## src/rtl/bus_pkg.sv

```systemverilog
// Shared definitions for the serial system-bus master port:
// state encoding, mode constants and width helpers.
package bus_pkg;

  localparam logic [3:0] ST_IDLE     = 4'd0;
  localparam logic [3:0] ST_REQ      = 4'd1;
  localparam logic [3:0] ST_ADDR_DEV = 4'd2;
  localparam logic [3:0] ST_WAIT_ACK = 4'd3;
  localparam logic [3:0] ST_ADDR_MEM = 4'd4;
  localparam logic [3:0] ST_WDATA    = 4'd5;
  localparam logic [3:0] ST_RDATA    = 4'd6;
  localparam logic [3:0] ST_DONE     = 4'd7;
  localparam logic [3:0] ST_ABORT    = 4'd8;

  typedef enum logic [3:0] {
    IDLE     = ST_IDLE,
    REQ      = ST_REQ,
    ADDR_DEV = ST_ADDR_DEV,
    WAIT_ACK = ST_WAIT_ACK,
    ADDR_MEM = ST_ADDR_MEM,
    WDATA    = ST_WDATA,
    RDATA    = ST_RDATA,
    DONE     = ST_DONE,
    ABORT    = ST_ABORT
  } state_t;

  // Which latched field the serialiser presents on the bus
  typedef enum logic [1:0] {
    FLD_DEV,
    FLD_MEM,
    FLD_DATA
  } field_t;

  localparam logic MODE_READ  = 1'b0;
  localparam logic MODE_WRITE = 1'b1;

  function automatic int dev_w(
    input int aw,
    input int mw
  );
    return aw - mw;
  endfunction

  function automatic int cnt_w(
    input int mw,
    input int dw
  );
    return $clog2((mw > dw) ? mw : dw) + 1;
  endfunction

endpackage

```

## src/rtl/piso_sipo_shift.sv

```systemverilog
// Request latch, serialiser bit select, read deserialiser
// and the shared bit counter for the bus master port.
module piso_sipo_shift
  import bus_pkg::*;
#(
  parameter int ADDR_WIDTH           = 16,
  parameter int DATA_WIDTH           = 8,
  parameter int SLAVE_MEM_ADDR_WIDTH = 12,
  parameter int CW                   = 5
) (
  input  logic                  clk,
  input  logic                  rst,
  input  logic                  load,
  input  logic [ADDR_WIDTH-1:0] addr_in,
  input  logic [DATA_WIDTH-1:0] data_in,
  input  logic                  cnt_clr,
  input  logic                  cnt_inc,
  input  logic                  shift_en,
  input  logic                  sin,
  input  field_t                fld,
  input  logic [CW-1:0]         idx,
  output logic [CW-1:0]         cnt,
  output logic                  sbit,
  output logic [DATA_WIDTH-1:0] rd_word
);

  localparam int AIW = $clog2(ADDR_WIDTH);
  localparam int DIW = $clog2(DATA_WIDTH);

  logic [ADDR_WIDTH-1:0] addr_q;
  logic [DATA_WIDTH-1:0] data_q;
  logic [DATA_WIDTH-1:0] sr_q;
  logic [AIW-1:0]        ai;
  logic [DIW-1:0]        di;

  always_ff @(posedge clk or posedge rst) begin
    if (rst) begin
      addr_q <= '0;
      data_q <= '0;
    end else if (load) begin
      addr_q <= addr_in;
      data_q <= data_in;
    end
  end

  always_ff @(posedge clk or posedge rst) begin
    if (rst) begin
      cnt <= '0;
    end else if (cnt_clr) begin
      cnt <= '0;
    end else if (cnt_inc) begin
      cnt <= cnt + CW'(1);
    end
  end

  // First received bit ends up in the LSB after a full word
  assign rd_word = {sin, sr_q[DATA_WIDTH-1:1]};

  always_ff @(posedge clk or posedge rst) begin
    if (rst) begin
      sr_q <= '0;
    end else if (shift_en) begin
      sr_q <= rd_word;
    end
  end

  always_comb begin
    ai   = '0;
    di   = '0;
    sbit = 1'b0;
    unique case (fld)
      FLD_DEV: begin
        ai   = AIW'(SLAVE_MEM_ADDR_WIDTH) + AIW'(idx);
        sbit = addr_q[ai];
      end
      FLD_MEM: begin
        ai   = AIW'(idx);
        sbit = addr_q[ai];
      end
      FLD_DATA: begin
        di   = DIW'(idx);
        sbit = data_q[di];
      end
      default: sbit = 1'b0;
    endcase
  end

endmodule

```

## src/rtl/bus_master_port.sv

```systemverilog
// Master port: turns a parallel device request into the
// serial bit protocol of the shared system bus and back.
module bus_master_port
  import bus_pkg::*;
#(
  parameter int ADDR_WIDTH           = 16,
  parameter int DATA_WIDTH           = 8,
  parameter int SLAVE_MEM_ADDR_WIDTH = 12,
  parameter int ACK_TIMEOUT          = 4
) (
  input  logic                  clk,
  input  logic                  rst,
  input  logic                  dvalid,
  input  logic                  dmode,
  input  logic [ADDR_WIDTH-1:0] daddr,
  input  logic [DATA_WIDTH-1:0] dwdata,
  output logic [DATA_WIDTH-1:0] drdata,
  output logic                  dready,
  output logic                  derror,
  output logic                  dbusy,
  output logic                  breq,
  input  logic                  bgrant,
  output logic                  wdata,
  output logic                  mode,
  output logic                  mvalid,
  input  logic                  ack,
  input  logic                  rdata,
  input  logic                  svalid
);

  localparam int DEV_W =
    dev_w(ADDR_WIDTH, SLAVE_MEM_ADDR_WIDTH);
  localparam int CW =
    cnt_w(SLAVE_MEM_ADDR_WIDTH, DATA_WIDTH);

  localparam logic [CW-1:0] DEV_LAST  = CW'(DEV_W - 1);
  localparam logic [CW-1:0] ACK_LAST  = CW'(ACK_TIMEOUT - 1);
  localparam logic [CW-1:0] MEM_LAST  =
    CW'(SLAVE_MEM_ADDR_WIDTH - 1);
  localparam logic [CW-1:0] DATA_LAST = CW'(DATA_WIDTH - 1);

  state_t                st;
  state_t                nxt;
  field_t                fld;
  logic                  mode_q;
  logic                  mvalid_q;
  logic                  load;
  logic                  cnt_clr;
  logic                  cnt_inc;
  logic                  shift_en;
  logic                  sbit;
  logic                  on_bus;
  logic                  drive;
  logic [CW-1:0]         cnt;
  logic [CW-1:0]         cnt_nxt;
  logic [DATA_WIDTH-1:0] rd_word;

  always_ff @(posedge clk or posedge rst) begin
    if (rst) begin
      st     <= IDLE;
      mode_q <= MODE_READ;
    end else begin
      st <= nxt;
      if (load) begin
        mode_q <= dmode;
      end
    end
  end

  // Grant loss wins over every other event in the bus phases
  always_comb begin
    nxt      = st;
    load     = 1'b0;
    cnt_inc  = 1'b0;
    shift_en = 1'b0;
    unique case (st)
      IDLE: begin
        if (dvalid) begin
          nxt  = REQ;
          load = 1'b1;
        end
      end
      REQ: begin
        if (bgrant) nxt = ADDR_DEV;
      end
      ADDR_DEV: begin
        if (!bgrant) nxt = ABORT;
        else if (cnt == DEV_LAST) nxt = WAIT_ACK;
        else cnt_inc = 1'b1;
      end
      WAIT_ACK: begin
        if (!bgrant) nxt = ABORT;
        else if (ack) nxt = ADDR_MEM;
        else if (cnt == ACK_LAST) nxt = ABORT;
        else cnt_inc = 1'b1;
      end
      ADDR_MEM: begin
        if (!bgrant) begin
          nxt = ABORT;
        end else if (cnt == MEM_LAST) begin
          nxt = (mode_q == MODE_WRITE) ? WDATA : RDATA;
        end else begin
          cnt_inc = 1'b1;
        end
      end
      WDATA: begin
        if (!bgrant) nxt = ABORT;
        else if (cnt == DATA_LAST) nxt = DONE;
        else cnt_inc = 1'b1;
      end
      RDATA: begin
        if (!bgrant) begin
          nxt = ABORT;
        end else if (svalid) begin
          shift_en = 1'b1;
          if (cnt == DATA_LAST) nxt = DONE;
          else cnt_inc = 1'b1;
        end
      end
      DONE:    nxt = IDLE;
      ABORT:   nxt = IDLE;
      default: nxt = IDLE;
    endcase
    cnt_clr = (nxt != st);
  end

  always_comb begin
    fld = FLD_DEV;
    unique case (nxt)
      ADDR_MEM: fld = FLD_MEM;
      WDATA:    fld = FLD_DATA;
      default:  fld = FLD_DEV;
    endcase
  end

  assign cnt_nxt = cnt_clr ? '0 :
                   cnt_inc ? cnt + CW'(1) : cnt;

  assign on_bus = nxt inside
    {ADDR_DEV, WAIT_ACK, ADDR_MEM, WDATA, RDATA};
  assign drive  = nxt inside {ADDR_DEV, ADDR_MEM, WDATA};

  // Outputs are registered from next-state so they line up with st
  always_ff @(posedge clk or posedge rst) begin
    if (rst) begin
      breq     <= 1'b0;
      dbusy    <= 1'b0;
      dready   <= 1'b0;
      derror   <= 1'b0;
      mode     <= MODE_READ;
      mvalid_q <= 1'b0;
      wdata    <= 1'b0;
      drdata   <= '0;
    end else begin
      breq     <= (nxt == REQ) || on_bus;
      dbusy    <= (nxt != IDLE);
      dready   <= (nxt == DONE);
      derror   <= (nxt == ABORT);
      mode     <= (nxt == IDLE || nxt == REQ) ?
                  MODE_READ : mode_q;
      mvalid_q <= drive;
      wdata    <= drive & sbit;
      if (shift_en && nxt == DONE) begin
        drdata <= rd_word;
      end
    end
  end

  // A dropped grant silences the bus in the same cycle
  assign mvalid = mvalid_q & bgrant;

  piso_sipo_shift #(
    .ADDR_WIDTH           (ADDR_WIDTH),
    .DATA_WIDTH           (DATA_WIDTH),
    .SLAVE_MEM_ADDR_WIDTH (SLAVE_MEM_ADDR_WIDTH),
    .CW                   (CW)
  ) u_shift (
    .clk      (clk),
    .rst      (rst),
    .load     (load),
    .addr_in  (daddr),
    .data_in  (dwdata),
    .cnt_clr  (cnt_clr),
    .cnt_inc  (cnt_inc),
    .shift_en (shift_en),
    .sin      (rdata),
    .fld      (fld),
    .idx      (cnt_nxt),
    .cnt      (cnt),
    .sbit     (sbit),
    .rd_word  (rd_word)
  );

endmodule

```

## config.mk

```make
export PLATFORM = sky130hd
export DESIGN_NAME = bus_master_port
export DESIGN_NICKNAME = d
export VERILOG_FILES = /design/src/rtl/bus_pkg.sv /design/src/rtl/piso_sipo_shift.sv /design/src/rtl/bus_master_port.sv
export SDC_FILE = /design/constraint.sdc
export NUM_CORES = 1
export LEC_CHECK = 0
export ABC_AREA = 1
export ABC_CLOCK_PERIOD_IN_PS = 3940
export CORE_UTILIZATION = 35
export CTS_BUF_LIST = sky130_fd_sc_hd__clkbuf_16
export CTS_CLUSTER_DIAMETER = 80
export DETAILED_ROUTE_END_ITERATION = 6
export PLACE_DENSITY = 0.54
export SETUP_SLACK_MARGIN = 0.3
export SYNTH_ARGS = -nofsm -noshare
export SYNTH_HDL_FRONTEND = slang
export SYNTH_HIERARCHICAL = 1
export SYNTH_SLANG_ARGS = --single-unit
```

## constraint.sdc

```tcl
create_clock -name clk -period 3.94 [get_ports clk]
set_input_delay 0.788 -clock clk [delete_from_list [all_inputs] [get_ports clk]]
set_output_delay 0.788 -clock clk [all_outputs]
set_load 0.01 [all_outputs]
```

==> summary.md, run 1 <==
| Metric | Value |
|---|---|
| FF+latch area | 0.001401 mm2 |
| ANT nets after route | 0 |
| Initial antenna violation count | 0 |
| Warnings, synthesis | 6 |
| Total track usage | 16.29% |
| Placed insts | 548 |
| Die H | 96.16 um |
| Final setup fails | 0 |
| Critical path's largest stage delay | 460 ps |
| FP Rows | 33 |
| Total power | 2.187 mW |
| Cells along the critical path | ha_1 -> nand2_1 -> nor2_1 -> o21ai_0 -> o21ai_0 -> nand3_1 -> nor2_1 -> nand2_2 -> nor2_1 -> buf_4 -> inv_2 -> nand2_1 -> nand3_1 -> nand2_1 -> nand2_1 -> nand3_1 -> nand2_1 -> nand2_1 -> nand3_1 -> a21boi_1 |
| Non-Filler Instances | 556 |
| 1st-pass router iterations | 4 |
| Fin. Hold Viols | 0 |
| Area Growth Syn to Fin | 22.22% |
| CP max FO | 17 |
| Vias per inst | 4.822 |
| IO Count | 47 |
| Slew Limit Fails | 0 |
| Power Density | 576.6 mW/mm2 |
| Clock net sink count | 56 |
| Startpoint Class | flop |
| Leak Pwr | 1.872 nW |
| HP Class | flop to flop |
| CTS Buffer Depth | 2 |
| Slowest-stage cell, CP | dfrtp_1 |
| Synth Net Count | 439 |
| Fillers | 857 |
| Worst EP required | 4110 ps |
| Setup CP Type | flop to flop |
| Width of the chip | 96.16 um |
| Most frequent cells in the layout | 121 x nand2_1, 56 x dfrtp_1, 48 x inv_1, 45 x clkdlybuf4s50_1, 38 x nand3_1 |
| Multi-input gate area | 0.001409 mm2 |
| Minimum clock period after layout | 3031 ps |
| Placer Congestion | 0.8551 |
| Core Area | 0.008382 mm2 |
| Full die area | 0.009246 mm2 |
| CTS tree | built |
| CTS root buf | clkbuf_16 |
| Final setup TNS | 0 ps |
| Hold_buf cts | 0 |
| H-tree depth | 2 |
| Clock skew | 6.247 ps |
| I/O Buffers | 46 |
| Clk Latency, worst-skew pair | 290 ps |
| CP delay by family, top | simple AND/OR/NAND/NOR gates |
| Rel. slew slack | 44.00% |
| Mapped Cells | 405 |
| Iter 0 DRT Violations | 109 |
| Final Util | 45.25% |
| Commonest non-fill, non-tap cell in the layout | nand2_1 |
| CTS Buf Count | 5 |
| First-pass GRT wire length | 11660 um |
| Layout net count | 484 |
| Actual slew at the worst max-slew pin | 839.1 ps |
| Overflow after GRT | 0 |
| Crit path top cell by count | nand2_1 |
| Syn avg cell area | 7.662 um2 |
| Post-DP Area | 0.003638 mm2 |
| Final period utilization | 76.94% |
| Buf/Inv on CP | 2 |
| Worst EP arrival | 3210 ps |
| Status | completed |
| ANT cells | 0 |
| DP HPWL | 5232 um |
| Syn Std Cell Area | 0.003103 mm2 |
| Vias | 2681 |
| Worst setup EP type | flop |
| Fraction of layout cells with a size suffix above 1 | 9.756% |
| Post-route cell area | 0.003792 mm2 |
| VDD IR-drop max | 268.2 uV |
| Clock slew at reported path FFs | 80 ps |
| RSZ-0062 raised after global routing | no |
| Detailed Route WL | 6906 um |
| Vias in the first global route | 2445 |
| Drt wl/cell | 12.42 um |
| Largest net degree at the start of global routing | 37 |
| Initial core utilization | 37.02% |
| Max_cap viols | 0 |
| Drt drc | 0 |
| Maximum clock rate | 329.9 MHz |
## layout make-up
cell class / instances / area share (%)
timing repair buffer: 51 / 13.20
sequential: 56 / 36.95
tap: 105 / 3.464
multi-input combinational: 283 / 37.15
inverter: 53 / 5.246
clock inverter: 3 / 0.6928
clock buffer: 5 / 3.299
## per-layer routing
layer	track usage, %	up-vias	wire, um
met3	2.844	2	303
met5	0	-	0
met1	23.05	1241	3409
li1	-	1379	-
met2	26.30	59	3167
met4	2.736	0	25
## worst paths after layout
path / start / slack (ps) / endpoint / depth (start not counted)
max in group asynchronous: rst / 2430 / mode / 2
worst min-delay path: drdata[1] / 470 / drdata[1] / 2
min in group asynchronous: rst / 920 / u_shift/sr_q[1] / 3
worst max-delay path: u_shift/cnt[0] / 910 / wdata / 20
worst max register to register: u_shift/cnt[0] / 910 / wdata / 20
worst min register to register: drdata[1] / 470 / drdata[1] / 2
## sequential cells by signal, summed over array words and instances, names as in the netlist
| name | flops |
|---|---|
| mvalid_q | 1 |
| dbusy | 1 |
| drdata | 8 |
| dready | 1 |
| u_shift/sr_q | 7 |
| st | 4 |
| u_shift/cnt | 5 |
| u_shift/addr_q | 16 |
| wdata | 1 |
| derror | 1 |
| mode_q | 1 |
| u_shift/data_q | 8 |
| breq | 1 |
| mode | 1 |
## repair_timing
item                                    4_1_cts  5_1_grt
buffers inserted                              0        0
resized for setup                             0        1
endpoints found under the setup margin        0        1
hold endpoints to repair                      0        0
## worst reg2reg max path: stages, from the launching register on
cell,delay [ps]
dfrtp_1,460
ha_1,270
nand2_1,90
nor2_1,310
o21ai_0,110
o21ai_0,180
nand3_1,160
nor2_1,170
nand2_2,120
nor2_1,110
buf_4,210
inv_2,100
nand2_1,70
nand3_1,90
nand2_1,70
nand2_1,50
nand3_1,90
nand2_1,60
nand2_1,50
nand3_1,50
a21boi_1,120
## report_power, final
| part | switching, mW | total, mW | internal (mW) |
|---|---|---|---|
| Sequential | 0.106 | 0.864 | 0.758 |
| Clock | 0.217 | 0.458 | 0.241 |
| Combinational | 0.515 | 0.864 | 0.349 |
## through the flow
step	hold slack [ps]	worst slack [ps]
after floorplan	471.1	1161
after global placement	455.4	428.3
after detailed placement	458.6	334.0
after CTS	478.5	632.5
after global routing	501.1	486.5
final	471.7	908.6
(Power assumes the default switching activity.)
==> run 2: changes to the inputs <==
Settings changed: ABC_CLOCK_PERIOD_IN_PS 3940 to 2450, PLACE_DENSITY 0.54 to 0.56.
Clock period 3.94 ns to 2.45 ns, I/O delays scaled along.
==> summary.md, run 2 (synthesis gave the netlist of run 1 again) <==
| Metric | Value |
|---|---|
| Status | complete, but fails checks |
| Failing checks | setup timing |
| ANT nets after route | 0 (unchanged) |
| VDD IR-drop max | 392.2 uV (+46%) |
| Worst EP required | 2630 ps (-1480 ps) |
| Initial core utilization | 37.02% (unchanged) |
| Drt wl/cell | 12.43 um (about the same) |
| Total track usage | 17.82% (+1.5 points) |
| Switch Pwr | 1.567 mW (+87%) |
| Leak Pwr | 2.127 nW (+14%) |
| Full die area | 0.009246 mm2 (unchanged) |
| Flop pwr share | 34.3% (-5.2 points) |
| Minimum clock period after layout | 2566 ps (-465.8 ps) |
| I/O Buffers | 46 (unchanged) |
| Clock net sink count | 56 (unchanged) |
| DP HPWL | 5615 um (+7.3%) |
| Hold Crit Depth | 2 (unchanged) |
| Width of the chip | 96.16 um (unchanged) |
| Vias in the first global route | 2781 (+14%) |
| Clk pwr share | 18.0% (-2.9 points) |
| Sw frac | 38.56% (+0.21 points) |
| Clock slew at reported path FFs | 70 ps (about the same) |
| RR Startpoint | u_shift/cnt[1] |
| CTS root buf | clkbuf_16 |
| Die H | 96.16 um (unchanged) |
| Largest net degree at the start of global routing | 37 (unchanged) |
| Area Growth Syn to Fin | 40.93% |
| Internal Power | 2.496 mW (+85%) |
| Overflow after GRT | 0 (unchanged) |
| IO Count | 47 (unchanged) |
| Worst setup EP type | flop |
| Critical Path Start | u_shift/cnt[1] |
| Initial antenna violation count | 0 (unchanged) |
| Worst EP arrival | 2740 ps (-470 ps) |
| Final period utilization | 104.7% (+28 points) |
| Worst Setup EP | wdata |
| ANT cells | 0 (unchanged) |
| HP Class | flop to flop |
| Fraction of layout cells with a size suffix above 1 | 29.38% (+20 points) |
| CP max FO | 8 (-9) |
| R2R cell count | 22 (+10%) |
| Slew Limit Fails | 0 (unchanged) |
| Clock skew | 3.823 ps (-2.424 ps) |
| First-pass GRT wire length | 12900 um (+11%) |
| CTS Buffer Depth | 2 (unchanged) |
| Vias | 2861 (+6.7%) |
| Vias per inst | 4.752 (-1.4%) |
| Final Util | 52.17% (+6.9 points) |
| Iter 0 DRT Violations | 89 (-18%) |
| Startpoint Class | flop |
| CTS tree | built |
| Largest registers | u_shift/addr_q x16, drdata x8, u_shift/data_q x8 |
| Core Area | 0.008382 mm2 (unchanged) |
| Final setup fails | 1 (+1) |
| Placer Congestion | 0.9551 (+12%) |
| Logic pwr share | 47.8% (+8.3 points) |
| RR Endpoint | wdata |
| RSZ-0062 raised after global routing | yes |
| Flop2flop setup slack | -120 ps (-1020 ps) |
| Fin. Hold Viols | 0 (unchanged) |
| FP Rows | 33 (unchanged) |
| Fillers | 813 (-5.1%) |
| Most flops, register | u_shift/addr_q |
| Rel. slew slack | 69.50% (+26 points) |
| H-tree depth | 2 (unchanged) |
| Clk Latency, worst-skew pair | 290 ps (about the same) |
| 1st-pass router iterations | 4 (unchanged) |
| Drt drc | 0 (unchanged) |
| Hold_buf cts | 0 (unchanged) |
| Layout net count | 530 (+9.5%) |
| Power Density | 929.1 mW/mm2 (+61%) |
| Detailed Route WL | 7484 um (+8.4%) |
| Max_cap viols | 0 (unchanged) |
| Final setup margin | -115.6 ps (-1024 ps) |
| Maximum clock rate | 389.8 MHz (+18%) |
| Dpl ws | -513.0 ps (-847.0 ps) |
| Commonest non-fill, non-tap cell in the layout | nand2_1 |
| CTS Buf Count | 5 (unchanged) |
| Setup CP Type | flop to flop |
| Max reg flops | 16 (unchanged) |
| Actual slew at the worst max-slew pin | 457.5 ps (-381.6 ps) |
| Most frequent cells in the layout | 102 x nand2_1, 53 x dfrtp_1, 46 x buf_4, 45 x clkdlybuf4s50_1, 43 x inv_1 |
==> run 2: changes by cell type in the layout (fill, tap and decap cells not counted), moves of 4 or more <==
cell / delta
buf_4: +41
buf_6: +4
inv_1: -5
nand2_1: -19
nand2_2: +16
nand3_1: -11
nand3_2: +11
nor2_1: -14
nor2_2: +6
nor2_4: +8
==> run 2: worst min-delay path by stage <==
stage | start | endpoint | slack, ps
2_1_floorplan | rst | breq | 450
5_1_grt | drdata[4] | drdata[4] | 490
3_5_place_dp | drdata[2] | drdata[2] | 460
3_3_place_gp | drdata[2] | drdata[2] | 460
4_1_cts | drdata[2] | drdata[2] | 480
6_report | drdata[2] | drdata[2] | 470
==> run 2: what timing repair did <==
action                                  in CTS  in global routing
resized for setup                           38                 36
hold endpoints to repair                     0                  0
pin swaps                                   10                 25
endpoints found under the setup margin       6                 13
cloned                                       0                  1
buffers inserted                             1                  1
==> run 2: final cells by class <==
class                   count  area [um2]  share of cell area, %
inverters                  53       203.9                  4.664
repair buffers             97       854.6                  19.54
multi-input cells         283        1627                  37.20
flip-flops and latches     56        1405                  32.13
clock inverters             3       26.28                 0.6009
well taps                 105       131.4                  3.004
clock buffers               5       125.1                  2.861
==> run 2: routing by layer <==
metal  up-vias  share of wire (%)  track usage (%)
met3         4                3.2            2.370
met4         0               0.71            4.229
met1      1338                 47            23.88
met2        50                 49            30.38
li1       1469                  -                -
met5         -                  0                0
==> run 2: power groups by stage <==
stage,combinational [mW],sequential [mW],clock [mW]
floorplan,1.08,1.36,0
global placement,1.69,1.39,0
detailed placement,1.70,1.39,0
CTS,1.81,1.38,0.761
global route,2.16,1.43,0.791
finish,1.94,1.39,0.729
==> run 2: stage by stage <==
stage	hold slack, ps	cells	cell area, um2	setup TNS, ps	power, mW
after global placement	456.5	591	3974	-1070	3.079
final	472.0	602	4373	-115.6	4.063
after detailed placement	458.2	591	3974	-1336	3.091
after CTS	477.5	600	4244	-19.19	3.951
after global routing	491.2	602	4373	-347.7	4.379
after floorplan	453.8	405	3115	-37.28	2.439
==> run 2: worst max-delay path, cell delays in order (launching register included) <==
cell and delay, ps:
dfrtp_1 410, ha_4 190, inv_2 50, nor2_2 40
nand2_2 90, nor2_1 50, nor2_1 130, nand3_1 120
nand3_1 100, nand2_1 60, nor2_2 170, nand2_4 90
nor2_4 190, inv_4 90, nand2_2 70, nand3_2 100
nand2_2 80, nand2_1 50, nand3_1 70, nand2_1 70
nand2_2 60, nand3_2 50, a21boi_2 140
